**config.mk**
```make
export PLATFORM = sky130hd
export DESIGN_NAME = spike_rate_encoder
export DESIGN_NICKNAME = d
export VERILOG_FILES = /design/src/rtl/spike_rate_encoder.sv
export SDC_FILE = /design/constraint.sdc
export NUM_CORES = 1
export LEC_CHECK = 0
export CORE_AREA = 10 10 109 111
export DETAILED_ROUTE_END_ITERATION = 6
export DIE_AREA = 0 0 119 121
export HOLD_SLACK_MARGIN = 0.06
export PLACE_DENSITY = 0.84
export SYNTH_ARGS = -nofsm -noshare
export SYNTH_HDL_FRONTEND = slang
export SYNTH_SLANG_ARGS = --single-unit
```
**constraint.sdc**
```tcl
create_clock -name clk -period 5 [get_ports clk]
set_clock_uncertainty 0.05 [all_clocks]
set_input_delay 1 -clock clk [delete_from_list [all_inputs] [get_ports clk]]
set_output_delay 1 -clock clk [all_outputs]
set_load 0.01 [all_outputs]
```
**src/rtl/spike_rate_encoder.sv**
```systemverilog
// -----------------------------------------------------------------------------
// spike_rate_encoder
//
// Front end of the spiking pipeline. A frame of N_PIX unsigned pixel
// intensities is latched on request and turned into deterministic rate-coded
// spike trains over STEPS time steps of STEP_CYCLES clocks each. Each lane runs
// a first-order accumulator seeded at half scale. The lane spikes in a step
// when adding its pixel to the accumulator overflows. Over a frame, lane i
// therefore fires round(STEPS * pix_i / 2^PIX_W) times, and never more than
// once per step.
//
// Request handshake: start is a request that is accepted only while the block
// is idle. The edge that samples start=1 in IDLE accepts the frame. That same
// edge latches pixel_in and raises busy on the following cycle. start seen
// while busy or in the one-cycle FIN state is dropped, not queued. A requester
// that holds start high gets frames back to back. The next frame is accepted
// on the first IDLE edge after done.
//
// Ports
//   clk         rising-edge clock
//   reset       asynchronous, active-low reset
//   start       frame request (sampled in IDLE only)
//   abort       synchronous frame cancel (acts in RUN only)
//   pixel_in    frame; pixel i at [i*PIX_W +: PIX_W]
//   spikes_out  spike vector for the step being presented
//   pulse       one-cycle strobe in the last cycle of every step
//   step_idx    index of the step being presented
//   busy        frame in progress
//   done        one-cycle strobe after the final step
//   dbg_state   current FSM state (IDLE=0, RUN=1, FIN=2), for observation
// All outputs come straight from flops.
// -----------------------------------------------------------------------------
module spike_rate_encoder #(
  parameter int N_PIX       = 5,
  parameter int PIX_W       = 8,
  parameter int STEPS       = 16,
  parameter int STEP_CYCLES = 4,
  localparam int SW         = (STEPS > 1) ? $clog2(STEPS) : 1,
  localparam int CW         = $clog2(STEP_CYCLES)
) (
  input  logic                   clk,
  input  logic                   reset,
  input  logic                   start,
  input  logic                   abort,
  input  logic [N_PIX*PIX_W-1:0] pixel_in,
  output logic [N_PIX-1:0]       spikes_out,
  output logic                   pulse,
  output logic [SW-1:0]          step_idx,
  output logic                   busy,
  output logic                   done,
  output logic [1:0]             dbg_state
);

  typedef enum logic [1:0] {
    S_IDLE = 2'd0,
    S_RUN  = 2'd1,
    S_FIN  = 2'd2
  } state_t;

  localparam logic [PIX_W-1:0] ACC_INIT  = {1'b1, {(PIX_W-1){1'b0}}};
  localparam logic [SW-1:0]    LAST_STEP = SW'(STEPS - 1);
  localparam logic [CW-1:0]    LAST_SUB  = CW'(STEP_CYCLES - 1);

  state_t             r_state;
  state_t             w_state_nxt;

  // r_sub == 0 marks "the next edge opens a step". That holds in the prefix
  // cycle after acceptance and in every pulse cycle. The counter then runs
  // 1..STEP_CYCLES-1 through the step and wraps to 0 on the pulse edge.
  logic [CW-1:0]      r_sub;
  logic [N_PIX-1:0]   r_spikes;
  logic               r_pulse;
  logic [SW-1:0]      r_idx;
  logic               r_busy;
  logic               r_done;
  logic [PIX_W-1:0]   r_pix [N_PIX];
  logic [PIX_W-1:0]   r_acc [N_PIX];

  logic [CW-1:0]      w_sub_nxt;
  logic [N_PIX-1:0]   w_spikes_nxt;
  logic               w_pulse_nxt;
  logic [SW-1:0]      w_idx_nxt;
  logic               w_busy_nxt;
  logic               w_done_nxt;
  logic               w_latch;
  logic               w_acc_en;
  logic [PIX_W:0]     w_sum [N_PIX];
  logic [N_PIX-1:0]   w_carry;

  // Per-lane accumulate: the carry out of acc + pix is the spike for the step.
  always_comb begin
    for (int i = 0; i < N_PIX; i++) begin
      w_sum[i]   = {1'b0, r_acc[i]} + {1'b0, r_pix[i]};
      w_carry[i] = w_sum[i][PIX_W];
    end
  end

  // FSM state register
  always_ff @(posedge clk or negedge reset) begin
    if (!reset) begin
      r_state <= S_IDLE;
    end else begin
      r_state <= w_state_nxt;
    end
  end

  // Next-state and next-output logic
  always_comb begin
    w_state_nxt  = r_state;
    w_sub_nxt    = r_sub;
    w_spikes_nxt = r_spikes;
    w_pulse_nxt  = 1'b0;
    w_idx_nxt    = r_idx;
    w_busy_nxt   = r_busy;
    w_done_nxt   = 1'b0;
    w_latch      = 1'b0;
    w_acc_en     = 1'b0;

    case (r_state)
      S_IDLE: begin
        w_spikes_nxt = '0;
        w_idx_nxt    = '0;
        w_busy_nxt   = 1'b0;
        w_sub_nxt    = '0;
        if (start) begin
          w_state_nxt = S_RUN;
          w_latch     = 1'b1;
          w_busy_nxt  = 1'b1;
        end
      end

      S_RUN: begin
        if (abort) begin
          // Cancel takes priority over any pulse or step due this edge.
          w_state_nxt  = S_IDLE;
          w_spikes_nxt = '0;
          w_idx_nxt    = '0;
          w_busy_nxt   = 1'b0;
          w_sub_nxt    = '0;
        end else if (r_sub == '0) begin
          if (r_pulse && (r_idx == LAST_STEP)) begin
            // The final step's pulse cycle has been shown; wrap up the frame.
            w_state_nxt  = S_FIN;
            w_done_nxt   = 1'b1;
            w_busy_nxt   = 1'b0;
            w_spikes_nxt = '0;
            w_idx_nxt    = '0;
          end else begin
            // Open a step. A pulse cycle precedes every step except the first.
            w_acc_en     = 1'b1;
            w_spikes_nxt = w_carry;
            w_idx_nxt    = r_pulse ? (r_idx + SW'(1)) : r_idx;
            w_sub_nxt    = CW'(1);
          end
        end else if (r_sub == LAST_SUB) begin
          w_pulse_nxt = 1'b1;
          w_sub_nxt   = '0;
        end else begin
          w_sub_nxt = r_sub + CW'(1);
        end
      end

      S_FIN: begin
        w_state_nxt  = S_IDLE;
        w_busy_nxt   = 1'b0;
        w_spikes_nxt = '0;
        w_idx_nxt    = '0;
      end

      default: begin
        w_state_nxt  = S_IDLE;
        w_spikes_nxt = '0;
        w_idx_nxt    = '0;
        w_busy_nxt   = 1'b0;
        w_sub_nxt    = '0;
      end
    endcase
  end

  // Output and datapath registers
  always_ff @(posedge clk or negedge reset) begin
    if (!reset) begin
      r_sub    <= '0;
      r_spikes <= '0;
      r_pulse  <= 1'b0;
      r_idx    <= '0;
      r_busy   <= 1'b0;
      r_done   <= 1'b0;
      for (int i = 0; i < N_PIX; i++) begin
        r_pix[i] <= '0;
        r_acc[i] <= '0;
      end
    end else begin
      r_sub    <= w_sub_nxt;
      r_spikes <= w_spikes_nxt;
      r_pulse  <= w_pulse_nxt;
      r_idx    <= w_idx_nxt;
      r_busy   <= w_busy_nxt;
      r_done   <= w_done_nxt;
      for (int i = 0; i < N_PIX; i++) begin
        if (w_latch) begin
          r_pix[i] <= pixel_in[i*PIX_W +: PIX_W];
          r_acc[i] <= ACC_INIT;
        end else if (w_acc_en) begin
          r_acc[i] <= w_sum[i][PIX_W-1:0];
        end
      end
    end
  end

  assign spikes_out = r_spikes;
  assign pulse      = r_pulse;
  assign step_idx   = r_idx;
  assign busy       = r_busy;
  assign done       = r_done;
  assign dbg_state  = r_state;

endmodule

```
* Word level (Yosys, flattened, before mapping)
Cells that the tools add are included.
** Word-level totals
- Flip-flop bits (word level) :: 96
- Input bits :: 44
- Output and inout port bits :: 14
- Word-level logic and storage cells :: 89
** Cells by class
- $add $sub $neg :: 7
- Equality and inequality tests :: 9
- Muxes and demuxes :: 47
- Bitwise operators :: 1
- Reductions and logical operators :: 8
** Operators by type and width (number)
- two-way mux 8 bit :: 10
- adder 8 x 8 -> 9 bit :: 5
- two-way mux 4 bit :: 5
- two-way mux 5 bit :: 4
- two-way mux 1 bit :: 17
- two-way mux 2 bit :: 8
- != test 4 bit, second input constant :: 2
- case mux 2 bit (2 select lines) :: 2
- != test 3 bit, second input constant :: 2
- AND reduction 2 bit :: 3
- adder 4 x 1 -> 4 bit, second input constant :: 1
- == test 2 bit, second input constant :: 2
- == test 4 bit, second input constant :: 1
- zero test 2 bit :: 2
- AND reduction 3 bit :: 1
- adder 2 x 1 -> 2 bit, second input constant :: 1
- == test 2 x 1 -> 1 bit, second input constant :: 1
- != test 2 bit, second input constant :: 1
- case mux 1 bit (2 select lines) :: 1
- nonzero test 2 bit :: 1
- logical AND 1 bit :: 1
- inverter 1 bit :: 1

* Depth between registers and ports, before layout
Gate-level depths: netlist (run 1).
- Word-level depth :: 8
- Depth in mapped cells :: 8
- Depth with buffers taken out :: 8

* Worst setup path before layout (run 1)
OpenSTA, ideal clock, no wires.
- Kind :: reg2reg
- Start point :: register r_pix[32] (netlist bit)
- End point :: register r_spikes[0], in the netlist spikes_out[0]
- Library setup time :: 0.126 ns
- Arrival time :: 1.814 ns
- Required time :: 4.824 ns
- Slack :: 3.010 ns
- Cell stages (with the launch flop) :: 8
- Path buffers :: 0
- Clock period less this slack :: 1.990 ns
- Path through :: dfrtp_1 -> ha_1 -> fa_1 -> a211oi_1 -> o21ai_0 -> and3_1 -> o21ai_0 -> a21oi_1
** Between the ends
- Word-level cells in the longest chain between the ends :: 5
** Ends and longest elaborated chain
- start, declared :: RTL line 76 : logic [PIX_W-1:0] r_pix [N_PIX];
- start signal, assigned by index :: RTL line 202 : r_pix[i] <= pixel_in[i*PIX_W +: PIX_W];
- adder 8 x 8 -> 9 bit :: RTL line 93 : w_sum[i] = {1'b0, r_acc[i]} + {1'b0, r_pix[i]};
- two-way mux 5 bit :: RTL line 141 : if (r_pulse && (r_idx == LAST_STEP)) begin
- two-way mux 5 bit :: RTL line 140 : end else if (r_sub == '0) begin
- two-way mux 5 bit :: RTL line 133 : if (abort) begin
- two-way mux 5 bit :: RTL line 119 : case (r_state)
- end signal, assigned :: RTL line 195 : r_spikes <= w_spikes_nxt;
- end, declared :: RTL line 71 : logic [N_PIX-1:0] r_spikes;
Every way passes these cells. The select of a mux whose other input is x is not followed.
A chain may end at the register's enable or synchronous reset.

* Final worst setup path (run 1)
- Start point :: input port abort
- End point :: register r_acc[36] (netlist bit)
** Between the ends
- Word-level cells in the longest chain between the ends :: 3
** Ends and longest elaborated chain
- start, declared :: RTL line 44 : input logic abort,
- two-way mux 1 bit :: RTL line 133
- two-way mux 1 bit :: RTL line 119
- nonzero test 2 bit (no source line)
- end signal, assigned by index :: RTL line 205 : r_acc[i] <= w_sum[i][PIX_W-1:0];
- end, declared :: RTL line 77 : logic [PIX_W-1:0] r_acc [N_PIX];
Every way passes these cells.

==> metrics.md, run 1 <==
| Metric | Value |
|---|---|
| H-Tree Depth | `3` |
| CTS Buffer Depth | `2` |
| Crit path arrival time | `3.22 ns` |
| First-pass GRT wire length | `a little over 20000 microns` |
| Crit end category | `flop` |
| Antenna diodes | `0` |
| Final hold vios | `0` |
| # setup viols final | `0` |
| Sequential share of power | `0.391` |
| Core Area | `9640 sq um` |
| Critical path peak fanout | `45` |
| Total Routing Usage GR | `0.167` |
| Final setup TNS | `0 ns` |
| Chip Width | `119 microns` |
| Total congestion overflow | `0` |
| Worst EP required | `5.22 ns` |
| Number of synthesized flops with an enable pin | `0` |
| CTS root buf | `clkbuf_8` |
| # IOs | `58` |
| Resize count post-CTS | `0` |
| Initial core utilization | `0.538` |
| RSZ-0062 raised after global routing | `false` |
| Worst slew pin tran | `0.963 ns` |
| Largest net degree at the start of global routing | `64` |
| Dominant synthesized flop cell | `dfrtp_1` |
| Crit start category | `primary input` |
| Die ar. | `14400 sq um` |
| Vias in the first global route | `4334` |
| Tcrit/Tclk final | `0.600` |
| Hold_buf cts | `0` |
| Max Cap Violations | `0` |
| Flops & latches, synth | `between 90 and 100` |
| Share of layout cells above drive strength 1 | `0.0590` |
| Pwr Density | `a little under 500 nW/um^2` |
| P_leak | `between 2 and 3 nW` |
| Drc violations | `0` |
| Post-CTS Setup Inserts | `0` |
| # fillers | `814` |
| TritonCTS Buffers | `9` |
| Area Growth Syn to Fin | `17.2%` |
| Final RePlAce weighted congestion | `0.831` |
| Switching share of power | `0.367` |
| Internal Power | `1.85 mW` |
| Fmax | `~330 MHz` |
| Asr flop ratio synth | `1.00` |
| PortBufs | `57` |
| Mean routed wirelength per cell | `around 16 microns` |
| Cell count after synthesis | `555` |
| TritonCTS clock tree | `done` |
| Area share of fa/ha/maj cells after synthesis | `0.125` |
| Nets | `698` |
| Vias per cell | `5.54` |
| Combined area of the multi-input logic cells | `approximately 2700 sq um` |
| Clock slew at reported path FFs | `0.10 ns` |
| Synth Cell Area | `5190 sq um` |
| Fin crit period | `3.00 ns` |
| Syn Nets | `648` |
| Vias | `4114` |
| Initial DRC Count | `308` |
| Die height | `121 microns` |
| Final WS setup | `2.00 ns` |
| Clock Power Share | `0.206` |
| Initial antenna violation count | `0` |
| DR pass1 iterations | `4` |
| Mux cell area share after synthesis | `0` |
| Clock Sinks | `96` |
| Rel. slew slack | `0.356` |
| Switch Pwr | `1.07 mW` |
| Sequential share of the synthesized area | `0.463` |
| Max Slew Vio Count | `0` |
| Sequential Area | `about 2400 sq um` |
| Clock latency at the later pin of the worst-skew pair | `0.36 ns` |
| Setup CP Type | `primary input to flop` |
| Comb power frac | `0.403` |
| Status | `complete, no violations` |
| Main combinational cell family by area after synthesis | `simple AND/OR/NAND/NOR gates` |
| Core Rows | `36` |
| DP HPWL | `8020 microns` |
| Ys Warns | `0` |
| Final WL | `11600 microns` |
| Synth Area in Compound Gates | `0.165` |
| Post-synth cell types | `39` |
| Maximum VDD drop | `0.182 mV` |
| Xor/xnor share of the synthesized area | `0.0338` |
| Post-synthesis average cell area | `9.35 sq um` |
| Synth Area in Simple Gates | `0.187` |
| Worst slack, placed | `1.66 ns` |
| Worst hold path type | `flop to flop` |
| Antenna Nets Post-Route | `0` |
cells in the final DEF, fill, tap and decap left out, types with 2 or more instances in the layout:
cell type          n
or2_1              4
o31ai_1            5
fa_1               5
o31ai_2            9
nand3_1           39
buf_4              5
o21ai_0           43
and3_1             6
clkdlybuf4s50_1   56
dfrtp_1           96
clkbuf_8           9
nand2_2            2
xor2_1             8
nand2_1          147
a21oi_1           31
o22a_1             4
clkinv_2           4
bufinv_16          3
o211ai_1           5
a211oi_1          15
inv_1              6
nor2_1            20
a21o_1            14
o21ai_1            4
ha_1              44
xnor2_1           12
sequential cells by signal (all words and copies together) (netlist names):
signal	count
busy	1
dbg_state	2
done	1
pulse	1
r_acc	40
r_pix	40
r_sub	2
spikes_out	5
step_idx	4
worst max-delay path: stages:
cell and delay [ns]:
clkdlybuf4s50_1 0.41, nor2_2 0.14, and2_4 0.17, nand3_2 0.67, buf_4 0.52, o31ai_2 0.30
area by class of cell:
cell class | instances | area share
repair buffers | 61 | 0.0984
clock inverters | 7 | 0.0181
multi-input cells | 431 | 0.437
flip-flops and latches | 96 | 0.395
well taps | 133 | 0.0274
inverters | 6 | 0.00371
clock buffers | 9 | 0.0204
power by group through the flow:
stage | combinational, mW | clock [mW] | sequential, mW
2_1_floorplan | 0.906 | 0 | 1.11
3_3_place_gp | 1.08 | 0 | 1.14
3_5_place_dp | 1.16 | 0 | 1.15
4_1_cts | 1.18 | 0.608 | 1.14
5_1_grt | 1.35 | 0.644 | 1.17
6_report | 1.18 | 0.603 | 1.14
layer usage:
| layer | vias up | part of all wire | GRT usage |
|---|---|---|---|
| li1 | 2030 | - | - |
| met1 | 1969 | 0.44 | 0.208 |
| met2 | 102 | 0.51 | 0.285 |
| met3 | 13 | 0.038 | 0.0302 |
| met4 | 0 | 0.013 | 0.0557 |
| met5 | - | 0 | 0 |
path summary, 6_finish.rpt:
check	slack, ns	cells past startpoint	from	end
max	2.00	6	abort	r_acc[36]$_DFFE_PN0P_
min	0.44	2	r_pix[24]$_DFFE_PN0P_	r_pix[24]$_DFFE_PN0P_
max reg2reg	2.28	5	r_sub[0]$_DFFE_PN0P_	r_acc[36]$_DFFE_PN0P_
min reg2reg	0.44	2	r_pix[24]$_DFFE_PN0P_	r_pix[24]$_DFFE_PN0P_
max in group asynchronous	3.31	2	reset	r_acc[2]$_DFFE_PN0P_
min in group asynchronous	0.66	1	reset	step_idx[2]$_DFFE_PN0P_
synthesized netlist by cell type (all sizes together), types with 2 or more instances:
cell,number,area share
xnor2,12,0.020
ha,44,0.11
o211ai,5,0.0072
inv,6,0.0043
clkbuf,5,0.0036
nand3,40,0.040
o31ai,14,0.029
nor2,21,0.016
or2,5,0.0060
a21oi,31,0.030
and2,2,0.0029
o21ai,47,0.045
buf,17,0.018
o22a,4,0.0068
nand2,149,0.11
and3,6,0.0072
a211oi,15,0.022
a21o,14,0.020
xor2,8,0.014
fa,5,0.019
dfrtp,96,0.46
logic make-up (layout without fill, tap and decap cells):
family                     count (synthesis)  count (layout)
xor gates and xnor gates                  20              20
DFF                                       96              96
buffers and inverters                     28              83
adders and majority gates                 49              49
AOI/OAI and AO/OA                        133             133
and+or+nand+nor                          229             229
per-stage QoR:
stage	cell area, sq um	power [mW]	utilization	hold slack (ns)	std cells
after floorplan	5190	2.02	-	0.402	555
after global placement	5840	2.21	0.606	0.416	727
after detailed placement	5840	2.31	0.606	0.419	727
after CTS	6080	2.92	0.631	0.449	743
after global routing	6080	3.16	0.631	0.461	743
final	6080	2.92	0.631	0.442	743
Power figures use the tool's default switching activity.
==> inputs of run 2 (changes only) <==
Clock period 5 ns to 3.1 ns, I/O delays scaled along.
==> metrics.md, run 2 (synthesis gave the netlist of run 1 again) <==
| Metric | Value |
|---|---|
| Clock slew at reported path FFs | `0.09 ns (about the same)` |
| Initial antenna violation count | `0 (unchanged)` |
| DR pass1 iterations | `4 (unchanged)` |
| Rel. slew slack | `0.552 (+0.196)` |
| Pwr Density | `732 nW/um^2 (+52%)` |
| Worst hold path type | `primary input to async pin` |
| CTS Buffer Depth | `2 (unchanged)` |
| Worst slew pin tran | `0.672 ns (-0.291 ns)` |
| Resize count post-CTS | `0 (unchanged)` |
| Hold_buf cts | `0 (unchanged)` |
| TritonCTS Buffers | `9 (unchanged)` |
| Area Growth Syn to Fin | `16.8%` |
| Share of layout cells above drive strength 1 | `0.0618 (+0.00277)` |
| Critical path peak fanout | `24 (-47%)` |
| # IOs | `58 (unchanged)` |
| Nets | `703 (+0.72%)` |
| Final hold slack | `0.239 ns (-0.203 ns)` |
| Tcrit/Tclk final | `0.740` |
| Vias | `4105 (-0.22%)` |
| Crit path arrival time | `2.51 ns (-0.71 ns)` |
| Largest net degree at the start of global routing | `52 (-19%)` |
| Total Routing Usage GR | `0.163 (-0.00425)` |
| Clock Sinks | `96 (unchanged)` |
| Final setup TNS | `0 ns (unchanged)` |
| Post-CTS Setup Inserts | `0 (unchanged)` |
| Total congestion overflow | `0 (unchanged)` |
| Clock latency at the later pin of the worst-skew pair | `0.36 ns (about the same)` |
| Combined area of the multi-input logic cells | `2660 sq um (unchanged)` |
| Reg-to-reg slack, setup | `0.80 ns (-1.48 ns)` |
| First-pass GRT wire length | `19800 microns (-2.3%)` |
| P_leak | `2.93 nW (-0.69%)` |
| Die ar. | `14400 sq um (unchanged)` |
| DP Area | `5890 sq um (+0.86%)` |
| Antenna diodes | `0 (unchanged)` |
| DP HPWL | `8200 microns (+2.2%)` |
| # fillers | `859 (+5.5%)` |
| Fin crit period | `2.30 ns` |
| Placed cell count | `732 (+0.69%)` |
| Final WL | `11300 microns (-2.5%)` |
| PortBufs | `57 (unchanged)` |
| Chip Width | `119 microns (unchanged)` |
| Status | `complete, no violations` |
| TritonCTS clock tree | `done` |
| Maximum VDD drop | `0.303 mV (+67%)` |
| Finished Layout Cells | `748 (+0.67%)` |
| Most common cell after layout, fill and taps aside | `nand2_1` |
| Max Cap Violations | `0 (unchanged)` |
| Final hold vios | `0 (unchanged)` |
| Sequential Area | `2400 sq um (unchanged)` |
| Initial core utilization | `0.538 (unchanged)` |
| Max Slew Vio Count | `0 (unchanged)` |
| Crit start category | `flop` |
| Setup CP Type | `flop to flop` |
| Antenna Nets Post-Route | `0 (unchanged)` |
| Mean routed wirelength per cell | `15.1 microns (-3.1%)` |
| Drc violations | `0 (unchanged)` |
| Final RePlAce weighted congestion | `0.801 (-3.6%)` |
| Core Rows | `36 (unchanged)` |
| Crit end category | `flop` |
| Vias in the first global route | `4310 (-0.55%)` |
| Core Util, Final | `0.629 (-0.00182)` |
| H-Tree Depth | `3 (unchanged)` |
| # setup viols final | `0 (unchanged)` |
| Final Cell Area | `6060 sq um (-0.29%)` |
| Most frequent cells in the layout | `147 x nand2_1, 96 x dfrtp_1, 56 x clkdlybuf4s50_1` |
| Die height | `121 microns (unchanged)` |
| CTS root buf | `clkbuf_8` |
| Fmax | `436 MHz` |
| Initial DRC Count | `261 (-15%)` |
| RSZ-0062 raised after global routing | `false` |
| Vias per cell | `5.49 (-0.89%)` |
| Worst EP required | `3.31 ns (-1.91 ns)` |
| Core Area | `9640 sq um (unchanged)` |
## run 2: changes by cell type in the layout (fill, tap and decap cells not counted)
cell	change
buf_12	+1
buf_4	+4
bufinv_16	-3
clkbuf_1	+3
clkinv_2	-4
clkinv_4	+1
clkinvlp_4	+3
## run 2: cell type report
| class | instances | share of cell area |
|---|---|---|
| multi-input cells | 431 | 0.438 |
| flip-flops and latches | 96 | 0.396 |
| repair buffers | 66 | 0.107 |
| well taps | 133 | 0.0275 |
| clock buffers | 12 | 0.0223 |
| clock inverters | 4 | 0.00516 |
| inverters | 6 | 0.00372 |
## run 2: layer usage
layer,part of all wire,up-vias,track usage,wire [microns]
li1,-,2032,-,-
met1,0.45,1960,0.203,5090
met2,0.49,98,0.281,5600
met3,0.041,15,0.0261,465
met4,0.015,0,0.0557,166
met5,0,-,0,0
## run 2: power breakdown
| group | internal, mW | total, mW | switching [mW] |
|---|---|---|---|
| Sequential | 1.60 | 1.84 | 0.239 |
| Combinational | 0.861 | 1.87 | 1.01 |
| Clock | 0.295 | 0.729 | 0.435 |
| Total | 2.75 | 4.43 | 1.68 |
## run 2: worst max-delay path, cell delays in order, from the launching register on
cell,delay (ns)
dfrtp_1,0.41
inv_1,0.09
ha_1,0.45
nand3_2,0.55
buf_4,0.38
o31ai_2,0.26
## run 2: path summary, 6_finish.rpt
kind	start	to	cells after the start
max	r_sub[0]$_DFFE_PN0P_	r_acc[38]$_DFFE_PN0P_	5
max in group asynchronous	reset	r_acc[2]$_DFFE_PN0P_	2
min reg2reg	r_pix[24]$_DFFE_PN0P_	r_pix[24]$_DFFE_PN0P_	2
min	reset	r_pix[6]$_DFFE_PN0P_	1
max reg2reg	r_sub[0]$_DFFE_PN0P_	r_acc[38]$_DFFE_PN0P_	5
min in group clk	r_pix[24]$_DFFE_PN0P_	r_pix[24]$_DFFE_PN0P_	2
## run 2: through the flow
step / setup slack, ns / power (mW)
floorplan: 1.11 / 3.25
global placement: 0.609 / 3.59
detailed placement: 0.502 / 3.72
CTS: 0.796 / 4.46
global route: 0.658 / 4.83
finish: 0.805 / 4.43
